`src/rtl/lock_attempt_controller_pkg.sv`:
```
// Shared types and default constants for the lock attempt controller slice.
package lock_pkg;

    localparam int unsigned DEF_MAX_FAILS      = 3;
    localparam int unsigned DEF_OPEN_CYCLES    = 200;
    localparam int unsigned DEF_LOCKOUT_CYCLES = 1000;
    localparam int unsigned DEF_TMR_W          = 16;

    // Legacy state encodings, kept so existing tooling/scripts still match.
    localparam logic [1:0] ST_IDLE    = 2'd0;
    localparam logic [1:0] ST_OPEN    = 2'd1;
    localparam logic [1:0] ST_LOCKOUT = 2'd2;

    typedef enum logic [1:0] {
        IDLE    = ST_IDLE,
        OPEN    = ST_OPEN,
        LOCKOUT = ST_LOCKOUT
    } lock_state_t;

endpackage

```
`src/rtl/lock_attempt_controller_if.sv`:
```
// Attempt handshake between the keypad/comparator front end and the controller.
interface lock_attempt_controller_if;

    logic attempt_valid;
    logic unlock_in;
    logic alarm_in;
    logic ready;

    modport master (
        output attempt_valid,
        output unlock_in,
        output alarm_in,
        input  ready
    );

    modport slave (
        input  attempt_valid,
        input  unlock_in,
        input  alarm_in,
        output ready
    );

endinterface

```
`src/rtl/lock_attempt_controller_timer.sv`:
```
// Loadable saturating down-counter shared by the OPEN and LOCKOUT windows.
module lock_timer #(
    parameter int unsigned TMR_W = 16
) (
    input  logic             clk,
    input  logic             reset,
    input  logic             load,
    input  logic [TMR_W-1:0] load_val,
    input  logic             clear,
    output logic             expire
);

    logic [TMR_W-1:0] count_q;
    logic [TMR_W-1:0] count_d;

    always_comb begin
        count_d = count_q;
        if (clear) begin
            count_d = '0;
        end else if (load) begin
            count_d = load_val;
        end else if (count_q != '0) begin
            count_d = count_q - 1'b1;
        end
    end

    always_ff @(posedge clk or posedge reset) begin
        if (reset) begin
            count_q <= '0;
        end else begin
            count_q <= count_d;
        end
    end

    assign expire = (count_q == TMR_W'(1));

endmodule

```
`src/rtl/lock_attempt_controller.sv`:
```
// Turns comparator verdicts into solenoid-open windows, failure counting and
// timed lockout; attempts are only accepted while idle (ready high).
module lock_attempt_controller
    import lock_pkg::*;
#(
    parameter int unsigned MAX_FAILS      = DEF_MAX_FAILS,
    parameter int unsigned OPEN_CYCLES    = DEF_OPEN_CYCLES,
    parameter int unsigned LOCKOUT_CYCLES = DEF_LOCKOUT_CYCLES,
    parameter int unsigned TMR_W          = DEF_TMR_W
) (
    input  logic                      clk,
    input  logic                      reset,
    lock_attempt_controller_if.slave  att,
    input  logic                      admin_clear,
    output logic                      solenoid,
    output logic                      locked_out,
    output logic                      alarm_out,
    output logic [3:0]                fail_count
);

    lock_state_t      state_q, state_d;
    logic [3:0]       fail_count_q, fail_count_d;
    logic             ready_q, ready_d;
    logic             solenoid_q, solenoid_d;
    logic             locked_out_q, locked_out_d;
    logic             alarm_q, alarm_d;

    logic             accept;
    logic             fail_pulse;
    logic [4:0]       fail_inc;
    logic             lockout_hit;
    logic             tmr_load;
    logic             tmr_clear;
    logic [TMR_W-1:0] tmr_val;
    logic             tmr_expire;

    lock_timer #(
        .TMR_W(TMR_W)
    ) u_timer (
        .clk      (clk),
        .reset    (reset),
        .load     (tmr_load),
        .load_val (tmr_val),
        .clear    (tmr_clear),
        .expire   (tmr_expire)
    );

    assign accept      = att.attempt_valid & ready_q;
    assign fail_inc    = {1'b0, fail_count_q} + 5'd1;
    // >= rather than == so the count saturates instead of ever passing MAX_FAILS.
    assign lockout_hit = (fail_inc >= 5'(MAX_FAILS));

    always_comb begin
        state_d      = state_q;
        fail_count_d = fail_count_q;
        tmr_load     = 1'b0;
        tmr_clear    = 1'b0;
        tmr_val      = '0;
        fail_pulse   = 1'b0;

        case (state_q)
            IDLE: begin
                if (admin_clear) begin
                    fail_count_d = '0;
                end else if (accept && att.alarm_in) begin
                    if (lockout_hit) begin
                        state_d      = LOCKOUT;
                        tmr_load     = 1'b1;
                        tmr_val      = TMR_W'(LOCKOUT_CYCLES);
                        fail_count_d = 4'(MAX_FAILS);
                    end else begin
                        fail_count_d = fail_inc[3:0];
                        fail_pulse   = 1'b1;
                    end
                end else if (accept && att.unlock_in) begin
                    state_d      = OPEN;
                    tmr_load     = 1'b1;
                    tmr_val      = TMR_W'(OPEN_CYCLES);
                    fail_count_d = '0;
                end
            end
            OPEN: begin
                if (admin_clear) begin
                    fail_count_d = '0;
                end
                if (tmr_expire) begin
                    state_d = IDLE;
                end
            end
            LOCKOUT: begin
                if (admin_clear) begin
                    state_d      = IDLE;
                    fail_count_d = '0;
                    tmr_clear    = 1'b1;
                end else if (tmr_expire) begin
                    state_d      = IDLE;
                    fail_count_d = '0;
                end
            end
            default: begin
                state_d = IDLE;
            end
        endcase

        // Outputs are decoded from the next state so they register alongside it.
        ready_d      = (state_d == IDLE);
        solenoid_d   = (state_d == OPEN);
        locked_out_d = (state_d == LOCKOUT);
        alarm_d      = fail_pulse | locked_out_d;
    end

    always_ff @(posedge clk or posedge reset) begin
        if (reset) begin
            state_q      <= IDLE;
            fail_count_q <= '0;
            ready_q      <= 1'b1;
            solenoid_q   <= 1'b0;
            locked_out_q <= 1'b0;
            alarm_q      <= 1'b0;
        end else begin
            state_q      <= state_d;
            fail_count_q <= fail_count_d;
            ready_q      <= ready_d;
            solenoid_q   <= solenoid_d;
            locked_out_q <= locked_out_d;
            alarm_q      <= alarm_d;
        end
    end

    assign att.ready  = ready_q;
    assign solenoid   = solenoid_q;
    assign locked_out = locked_out_q;
    assign alarm_out  = alarm_q;
    assign fail_count = fail_count_q;

endmodule

```
`src/flat_wrapper.sv`:
```
// flat-port wrapper written by rule: the top's interface ports become plain ports
module lock_attempt_controller_flat import lock_pkg::*;
#(
    parameter int unsigned MAX_FAILS      = DEF_MAX_FAILS,
    parameter int unsigned OPEN_CYCLES    = DEF_OPEN_CYCLES,
    parameter int unsigned LOCKOUT_CYCLES = DEF_LOCKOUT_CYCLES,
    parameter int unsigned TMR_W          = DEF_TMR_W
)
  (clk, reset, admin_clear, solenoid, locked_out, alarm_out, fail_count, att_attempt_valid, att_unlock_in, att_alarm_in, att_ready);
  lock_attempt_controller_if att_i ();
  input  logic clk;
  input  logic reset;
  input  logic admin_clear;
  output logic solenoid;
  output logic locked_out;
  output logic alarm_out;
  output logic [3:0] fail_count;
  input wire logic [$bits(att_i.attempt_valid)-1:0] att_attempt_valid;
  input wire logic [$bits(att_i.unlock_in)-1:0] att_unlock_in;
  input wire logic [$bits(att_i.alarm_in)-1:0] att_alarm_in;
  output wire logic [$bits(att_i.ready)-1:0] att_ready;
  assign att_i.attempt_valid = att_attempt_valid;
  assign att_i.unlock_in = att_unlock_in;
  assign att_i.alarm_in = att_alarm_in;
  assign att_ready = att_i.ready;
  lock_attempt_controller #(.MAX_FAILS(MAX_FAILS), .OPEN_CYCLES(OPEN_CYCLES), .LOCKOUT_CYCLES(LOCKOUT_CYCLES), .TMR_W(TMR_W)) u_core (.clk(clk), .reset(reset), .att(att_i), .admin_clear(admin_clear), .solenoid(solenoid), .locked_out(locked_out), .alarm_out(alarm_out), .fail_count(fail_count));
endmodule
```
`config.mk`:
```
export PLATFORM = sky130hd
export DESIGN_NAME = lock_attempt_controller_flat
export DESIGN_NICKNAME = d
export VERILOG_FILES = /design/src/rtl/lock_attempt_controller_pkg.sv /design/src/rtl/lock_attempt_controller_if.sv /design/src/rtl/lock_attempt_controller_timer.sv /design/src/rtl/lock_attempt_controller.sv /design/src/flat_wrapper.sv
export SDC_FILE = /design/constraint.sdc
export NUM_CORES = 1
export LEC_CHECK = 0
export CORE_UTILIZATION = 50
export CTS_BUF_LIST = sky130_fd_sc_hd__clkbuf_4 sky130_fd_sc_hd__clkbuf_8
export DETAILED_ROUTE_END_ITERATION = 8
export PLACE_DENSITY = 0.83
export SYNTH_ARGS = -nofsm -noshare
export SYNTH_HDL_FRONTEND = slang
export SYNTH_SLANG_ARGS = --single-unit
export TNS_END_PERCENT = 1
```
`constraint.sdc`:
```
create_clock -name clk -period 2.25 [get_ports clk]
set_input_delay 0.3375 -clock clk [delete_from_list [all_inputs] [get_ports clk]]
set_output_delay 0.3375 -clock clk [all_outputs]
set_load 0.02 [all_outputs]
```
After elaboration in Yosys (flattened, before gate mapping)
Index checks and enable logic that the tools add are counted.
{"block": "op_classes", "muxes": 34, "reduce_logical": 8, "magnitude_cmp": 1, "add_sub_neg": 2, "bitwise_logic": 2, "n_eq_ne": 8}
{"cell": "2-to-1 mux 16 bit", "count": 6}
{"cell": "2-to-1 mux 4 bit", "count": 7}
{"cell": "== test 16 x 1 -> 1 bit, second input constant", "count": 1}
{"cell": "nonzero test 16 bit", "count": 1}
{"cell": "subtractor 16 x 1 -> 16 bit, second input constant", "count": 1}
{"cell": "2-to-1 mux 2 bit", "count": 6}
{"cell": "case mux 4 bit (3 select lines)", "count": 1}
{"cell": "2-to-1 mux 1 bit", "count": 11}
{"cell": "2-to-1 mux 10 bit", "count": 1}
{"cell": "2-to-1 mux 8 bit", "count": 1}
{"cell": "case mux 2 bit (3 select lines)", "count": 1}
{"cell": "nonzero test 3 bit", "count": 2}
{"cell": "adder 4 x 1 -> 5 bit, second input constant", "count": 1}
{"cell": ">= comparator 5 x 2 -> 1 bit, second input constant", "count": 1}
{"cell": "== test 2 x 1 -> 1 bit, second input constant", "count": 2}
{"cell": "== test 2 bit, second input constant", "count": 2}
{"cell": "logical NOT 2 bit", "count": 2}
{"cell": "inequality test 4 x 2 -> 1 bit, second input constant", "count": 1}
{"cell": "AND reduction 4 bit", "count": 1}
{"cell": "inequality test 3 x 2 -> 1 bit, second input constant", "count": 1}
{"cell": "logical AND 1 bit", "count": 2}
{"cell": "inequality test 2 bit, second input constant", "count": 1}
{"cell": "bitwise AND 1 bit", "count": 1}
{"cell": "OR 1 bit", "count": 1}
{"block": "word_totals", "output_inout_bits": 8, "input_bits": 6, "regBits": 26}

Logic depth before layout (Yosys ltp)
{"block": "depth", "depth_word": 8, "mapped_depth": 8, "mapped_depth_nobuf": 7}

Modules after synthesis
A second synthesis with hierarchy kept.
{"block": "unflattened", "cells_unflattened": 179, "hier_area_um2": 1719.1}
{"module": "lock_timer", "cells_each": 114, "seq_area_each_um2": 400.4, "area_each_um2": 1044.8, "n_inst": 1}
{"module": "lock_attempt_controller", "cells_each": 65, "seq_area_each_um2": 251.5, "area_each_um2": 674.4, "n_inst": 1}

Least setup slack after synthesis
No wires, ideal clock.
{"block": "synth_timing", "kind": "reg2reg", "start": "register u_core.fail_count_q[0], in the netlist u_core.fail_count[0]", "end": "register u_core.alarm_q, in the netlist u_core.alarm_out", "stages_incl_launch_ff": 7, "arrival_ns": 1.954, "period_less_slack_ns": 2.050, "path_buffers": 0, "path_slack_ns": 0.200, "path_cell_list": "dfrtp_1 -> inv_1 -> ha_1 -> o21ai_0 -> o211ai_1 -> a311o_1 -> o32ai_2"}
{"block": "synth_between", "elab_chain_cells": 8, "elab_cells_between_ends": 12, "cone_classes": "add/sub: 1; order compare: 1; eq/ne: 1; mux: 8; bitwise: 1"}
{"element": "start: declaration", "line": "lock_attempt_controller.sv:22", "text": "logic [3:0] fail_count_q, fail_count_d;"}
{"element": "start signal: assignment", "line": "lock_attempt_controller.sv:122", "text": "fail_count_q <= fail_count_d;"}
{"element": "adder 4 x 1 -> 5 bit (*)", "line": "lock_attempt_controller.sv:49", "text": "assign fail_inc = {1'b0, fail_count_q} + 5'd1;"}
{"element": ">= comparator 5 x 2 -> 1 bit (*)", "line": "lock_attempt_controller.sv:51", "text": "assign lockout_hit = (fail_inc >= 5'(MAX_FAILS));"}
{"element": "2-to-1 mux 2 bit", "line": "lock_attempt_controller.sv:66", "text": "if (lockout_hit) begin"}
{"element": "2-to-1 mux 2 bit", "line": "lock_attempt_controller.sv:65", "text": "end else if (accept && att.alarm_in) begin"}
{"element": "2-to-1 mux 2 bit", "line": "lock_attempt_controller.sv:63", "text": "if (admin_clear) begin"}
{"element": "case mux 2 bit (3 select lines)", "line": "lock_attempt_controller.sv:61", "text": "case (state_q)"}
{"element": "== test 2 bit", "line": "lock_attempt_controller.sv:108", "text": "locked_out_d = (state_d == LOCKOUT);"}
{"element": "OR 1 bit (*)", "line": "lock_attempt_controller.sv:109", "text": "alarm_d = fail_pulse | locked_out_d;"}
{"element": "named net u_core.alarm_d", "line": "lock_attempt_controller.sv:26", "text": "logic alarm_q, alarm_d;"}
{"element": "end signal: assignment", "line": "lock_attempt_controller.sv:126", "text": "alarm_q <= alarm_d;"}
{"element": "end: declaration", "line": "lock_attempt_controller.sv:26"}
Mark *: on every way through the listed nets, which the timed path passes. The rest lies on a longest branch.
A chain may end at the register's enable or synchronous reset.

Worst setup path after layout
Same ends and word-level chain as after synthesis.

==> impl_summary.txt <==
----------------------------------------------------
[Setup path]
  WP data arrival ... 2.30 ns
  Critical path capture point type ... register
  Maximum fanout along the worst path ... 7
  Startpoint of the worst-slack reg-to-reg timing path ... u_core.fail_count[0]$_DFFE_PP0P_
  Termination of the worst setup path ... u_core.alarm_out$_DFF_PP0_
  Setup slack, reg-to-reg ... 0.17 ns
  Critical Setup Path Class ... reg -> reg
  Req. time, crit path ... 2.47 ns
  Critical Path Source ... u_core.fail_count[0]$_DFFE_PP0P_
  Reg-to-reg endpoint ... u_core.alarm_out$_DFF_PP0_
  Worst reg2reg path depth ... 6
  Startpoint class of the critical path ... register

[Global route]
  Number of global-route vias before repair ... 1243
  Overflow left after global routing ... 0
  Largest net degree at the start of global routing ... 27
  Number of antenna violations at the first check in global routing ... 0
  Global-route wire length before repair ... 5.264 mm
  GRT Total Usage ... 20.08%

[Timing]
  Rel. slew slack ... 64.30%
  Worst hold-check slack ... 0.3539 ns
  Achievable Freq ... 480.9 MHz
  Setup TNS Final ... 0 ns
  Measured slew at the worst slew-check pin ... 0.5322 ns
  Max-slew violations ... 0
  Final count of hold timing violations ... 0
  Setup repair after global routing missed its margin ... yes
  Part of the cycle the worst path needs ... 92.41%
  Final setup skew ... 0.01731 ns
  Final setup viols ... 0
  Crit path setup slack, layout ... 0.1707 ns
  Post-layout minimum cycle time ... 2.079 ns

[Die]
  Die Width ... 58.35 µm
  Core ar. ... 0.003028 mm²
  Num ports ... 14
  Initial cell density of the core ... 52.44%
  Row count ... 20
  Y dimension of the die ... 58.35 µm
  Die Outline Area ... 0.003405 mm²

[Power]
  Switching share of total power ... 42.67%
  Clock power frac ... 10.1%
  Switching Power ... 912.5 µW
  Pint ... 1226 µW
  Worst-case vdd ir drop ... 0.0007214 V
  Power density of the placed cells ... 1176 mW/mm²
  Fraction of power consumed by sequential logic ... 41.8%
  Static Leak ... 0.0008037 µW
  Combinational group share of total power ... 48.1%

[Route]
  Detailed Route WL ... 3.018 mm
  Count of routing violations after the opening detailed-route iteration ... 36
  Number of design rule violations left after detail routing ... 0
  Number of vias per cell after detailed routing ... 5.414
  DR pass1 iterations ... 4
  Number of vias in the routed layout ... 1202
  Wire length per cell after detailed routing ... 13.59 µm
  Post-DRT Antenna Nets ... 0

[Yosys]
  Cell area after synthesis ... 0.001588 mm²
  Fraction of the yosys area taken by sequential cells ... 41.06%
  Post-synth top area share ... 39.40%
  Syn_nets ... 176
  Synthesized instance count ... 160
  Synth cell types ... 43
  Main area contributors after synthesis ... sky130_fd_sc_hd__dfrtp_1 (39%), sky130_fd_sc_hd__ha_1 (7.9%), sky130_fd_sc_hd__xnor2_1 (5.0%)
  Library cell with the largest summed area after synthesis ... sky130_fd_sc_hd__dfrtp_1
  Synth Area per Inst ... 9.924 µm²
  Register bit count reported by yosys ... 26
  EDFF count, synth ... 0
  Number of synthesis warnings ... 0
  Most used flip-flop cell after synthesis ... sky130_fd_sc_hd__dfrtp_1
  FFs w/ async S/R, synth ... 100.0%

[Finish]
  Proportion of layout cells with a drive suffix above 1 ... 10.11%
  Antenna diode count ... 0
  NumNets Final ... 195
  Layout Utilization ... 60.08%
  Sequential cell area ... 651.9 µm²
  Area of combinational cells with multiple inputs ... 907.1 µm²
  Layout fillers ... 265
  Area growth from synthesis to final layout ... 14.58%
  Final standard cell count with taps included and fillers excluded ... 222

[Place]
  Count of input and output buffers ... 13
  Global placement routability congestion ... 0.8901
  Dpl hpwl ... 2.369 mm
  Placed cells ... 218
  Setup slack after placement ... 0.08904 ns

[Clocking]
  Hold_buf cts ... 0
  # H-tree levels ... 1
  Post-CTS clock slew at the launch and capture registers of the worst setup and hold paths ... 0.15 ns
  Maximum clock path buffer count ... 2
  Count of clock tree sinks ... 26
  Worst skew pair latency ... 0.32 ns
  TritonCTS Buffers ... 3
  Setup repair bufs after CTS ... 0
  CTS tree ... yes
  Root buffer cell ... sky130_fd_sc_hd__clkbuf_4

[Hold path]
  Type of the most critical hold path ... in -> async

[Flow run]
  Max-cap violation count ... 0

[Run status]
  Status ... finished, final reports clean

----------------------------------------------------
-- cells by family after synthesis --
kind of cell / after synthesis / synth area share, %
AOI/OAI and AO/OA: 31 / 15.05
and+or+nand+nor: 71 / 26.24
xor gates and xnor gates: 10 / 5.517
buffers and inverters: 9 / 2.206
muxes: 3 / 2.049
adders and majority gates: 10 / 7.880
DFF: 26 / 41.06
-- flip-flops by register name (all words and copies together) (netlist names) --
| name | flops |
|---|---|
| u_core.locked_out | 1 |
| u_core.alarm_out | 1 |
| u_core.state_q | 2 |
| u_core.solenoid | 1 |
| u_core.att.ready | 1 |
| u_core.fail_count | 4 |
| u_core.u_timer.count_q | 16 |
-- worst min-delay path by stage --
stage / cells after the start / end / slack (ns) / startpoint
after detailed placement: 1 / u_core.fail_count[3]$_DFFE_PP0P_ / 0.52 / u_core.fail_count[3]$_DFFE_PP0P_
final: 3 / u_core.u_timer.count_q[9]$_DFFE_PP0P_ / 0.35 / reset
after global routing: 3 / u_core.u_timer.count_q[4]$_DFFE_PP0P_ / 0.41 / reset
after CTS: 3 / u_core.u_timer.count_q[9]$_DFFE_PP0P_ / 0.36 / reset
after global placement: 1 / u_core.fail_count[3]$_DFFE_PP0P_ / 0.51 / u_core.fail_count[3]$_DFFE_PP0P_
after floorplan: 1 / u_core.alarm_out$_DFF_PP0_ / 0.38 / reset
-- power by group through the flow --
stage,combinational (µW),sequential (µW),clock (µW)
after floorplan,746,903,0
after global placement,985,891,0
after detailed placement,1020,907,0
after CTS,1030,895,224
after global routing,1160,924,238
final,1030,895,216
-- routing by layer --
layer | vias to the layer above | share of wire, % | global-route usage [%] | wire length (µm)
met3 | 2 | 1.8 | 2.198 | 55
met5 | - | 0 | 0 | 0
met4 | 0 | 0.70 | 8.503 | 21
li1 | 608 | - | - | -
met1 | 581 | 45 | 24.57 | 1353
met2 | 11 | 53 | 35.96 | 1588
-- cell usage in the layout, fill, tap and decap left out, types with 2 or more instances in the layout --
| cell type | instances |
|---|---|
| sky130_fd_sc_hd__a2111oi_2 | 2 |
| sky130_fd_sc_hd__a21oi_1 | 13 |
| sky130_fd_sc_hd__and2_1 | 5 |
| sky130_fd_sc_hd__buf_4 | 2 |
| sky130_fd_sc_hd__clkbuf_4 | 4 |
| sky130_fd_sc_hd__clkdlybuf4s50_1 | 13 |
| sky130_fd_sc_hd__dfrtp_1 | 25 |
| sky130_fd_sc_hd__ha_1 | 10 |
| sky130_fd_sc_hd__inv_1 | 8 |
| sky130_fd_sc_hd__mux2_1 | 2 |
| sky130_fd_sc_hd__nand2_1 | 15 |
| sky130_fd_sc_hd__nand2b_1 | 2 |
| sky130_fd_sc_hd__nand3_1 | 3 |
| sky130_fd_sc_hd__nand3b_1 | 4 |
| sky130_fd_sc_hd__nand4b_1 | 2 |
| sky130_fd_sc_hd__nor2_1 | 19 |
| sky130_fd_sc_hd__nor3_1 | 6 |
| sky130_fd_sc_hd__nor3b_1 | 3 |
| sky130_fd_sc_hd__nor4_4 | 2 |
| sky130_fd_sc_hd__o211ai_1 | 2 |
| sky130_fd_sc_hd__o21a_1 | 3 |
| sky130_fd_sc_hd__xnor2_1 | 9 |
-- final cells by class --
type | instances | area share [%]
clock buffers | 4 | 1.651
multi-input cells | 125 | 49.86
well taps | 44 | 3.026
inverters | 8 | 1.651
flip-flops and latches | 26 | 35.83
repair buffers | 15 | 7.978
-- per-stage QoR --
stage,cell area (µm²),total power [µW]
2_1_floorplan,1588,1649
3_3_place_gp,1783,1876
3_5_place_dp,1783,1926
4_1_cts,1813,2146
5_1_grt,1819,2322
6_report,1819,2139
-- synthesized netlist by cell type (2+ instances only) --
cell / count
sky130_fd_sc_hd__a2111oi_2: 2
sky130_fd_sc_hd__a21oi_1: 13
sky130_fd_sc_hd__and2_1: 5
sky130_fd_sc_hd__dfrtp_1: 25
sky130_fd_sc_hd__ha_1: 10
sky130_fd_sc_hd__inv_1: 8
sky130_fd_sc_hd__mux2_1: 2
sky130_fd_sc_hd__nand2_1: 15
sky130_fd_sc_hd__nand2b_1: 2
sky130_fd_sc_hd__nand3_1: 3
sky130_fd_sc_hd__nand3b_1: 4
sky130_fd_sc_hd__nand4b_1: 2
sky130_fd_sc_hd__nor2_1: 19
sky130_fd_sc_hd__nor3_1: 6
sky130_fd_sc_hd__nor3b_1: 3
sky130_fd_sc_hd__nor4_4: 2
sky130_fd_sc_hd__o211ai_1: 2
sky130_fd_sc_hd__o21a_1: 3
sky130_fd_sc_hd__o21ai_0: 2
sky130_fd_sc_hd__xnor2_1: 9
-- timing repair --
| item | 4_1_cts | 5_1_grt |
|---|---|---|
| hold endpoints to repair | 0 | 0 |
| setup endpoints to repair | 0 | 14 |
| gates resized for setup | 0 | 2 |
-- critical path: stages (launching register included) --
cell,delay (ns)
sky130_fd_sc_hd__dfrtp_1,0.47
sky130_fd_sc_hd__ha_1,0.23
sky130_fd_sc_hd__and2_1,0.15
sky130_fd_sc_hd__a21oi_1,0.27
sky130_fd_sc_hd__o211ai_1,0.20
sky130_fd_sc_hd__a311o_1,0.41
sky130_fd_sc_hd__o32ai_2,0.25
Note: power is estimated with default switching activity, not from simulation.
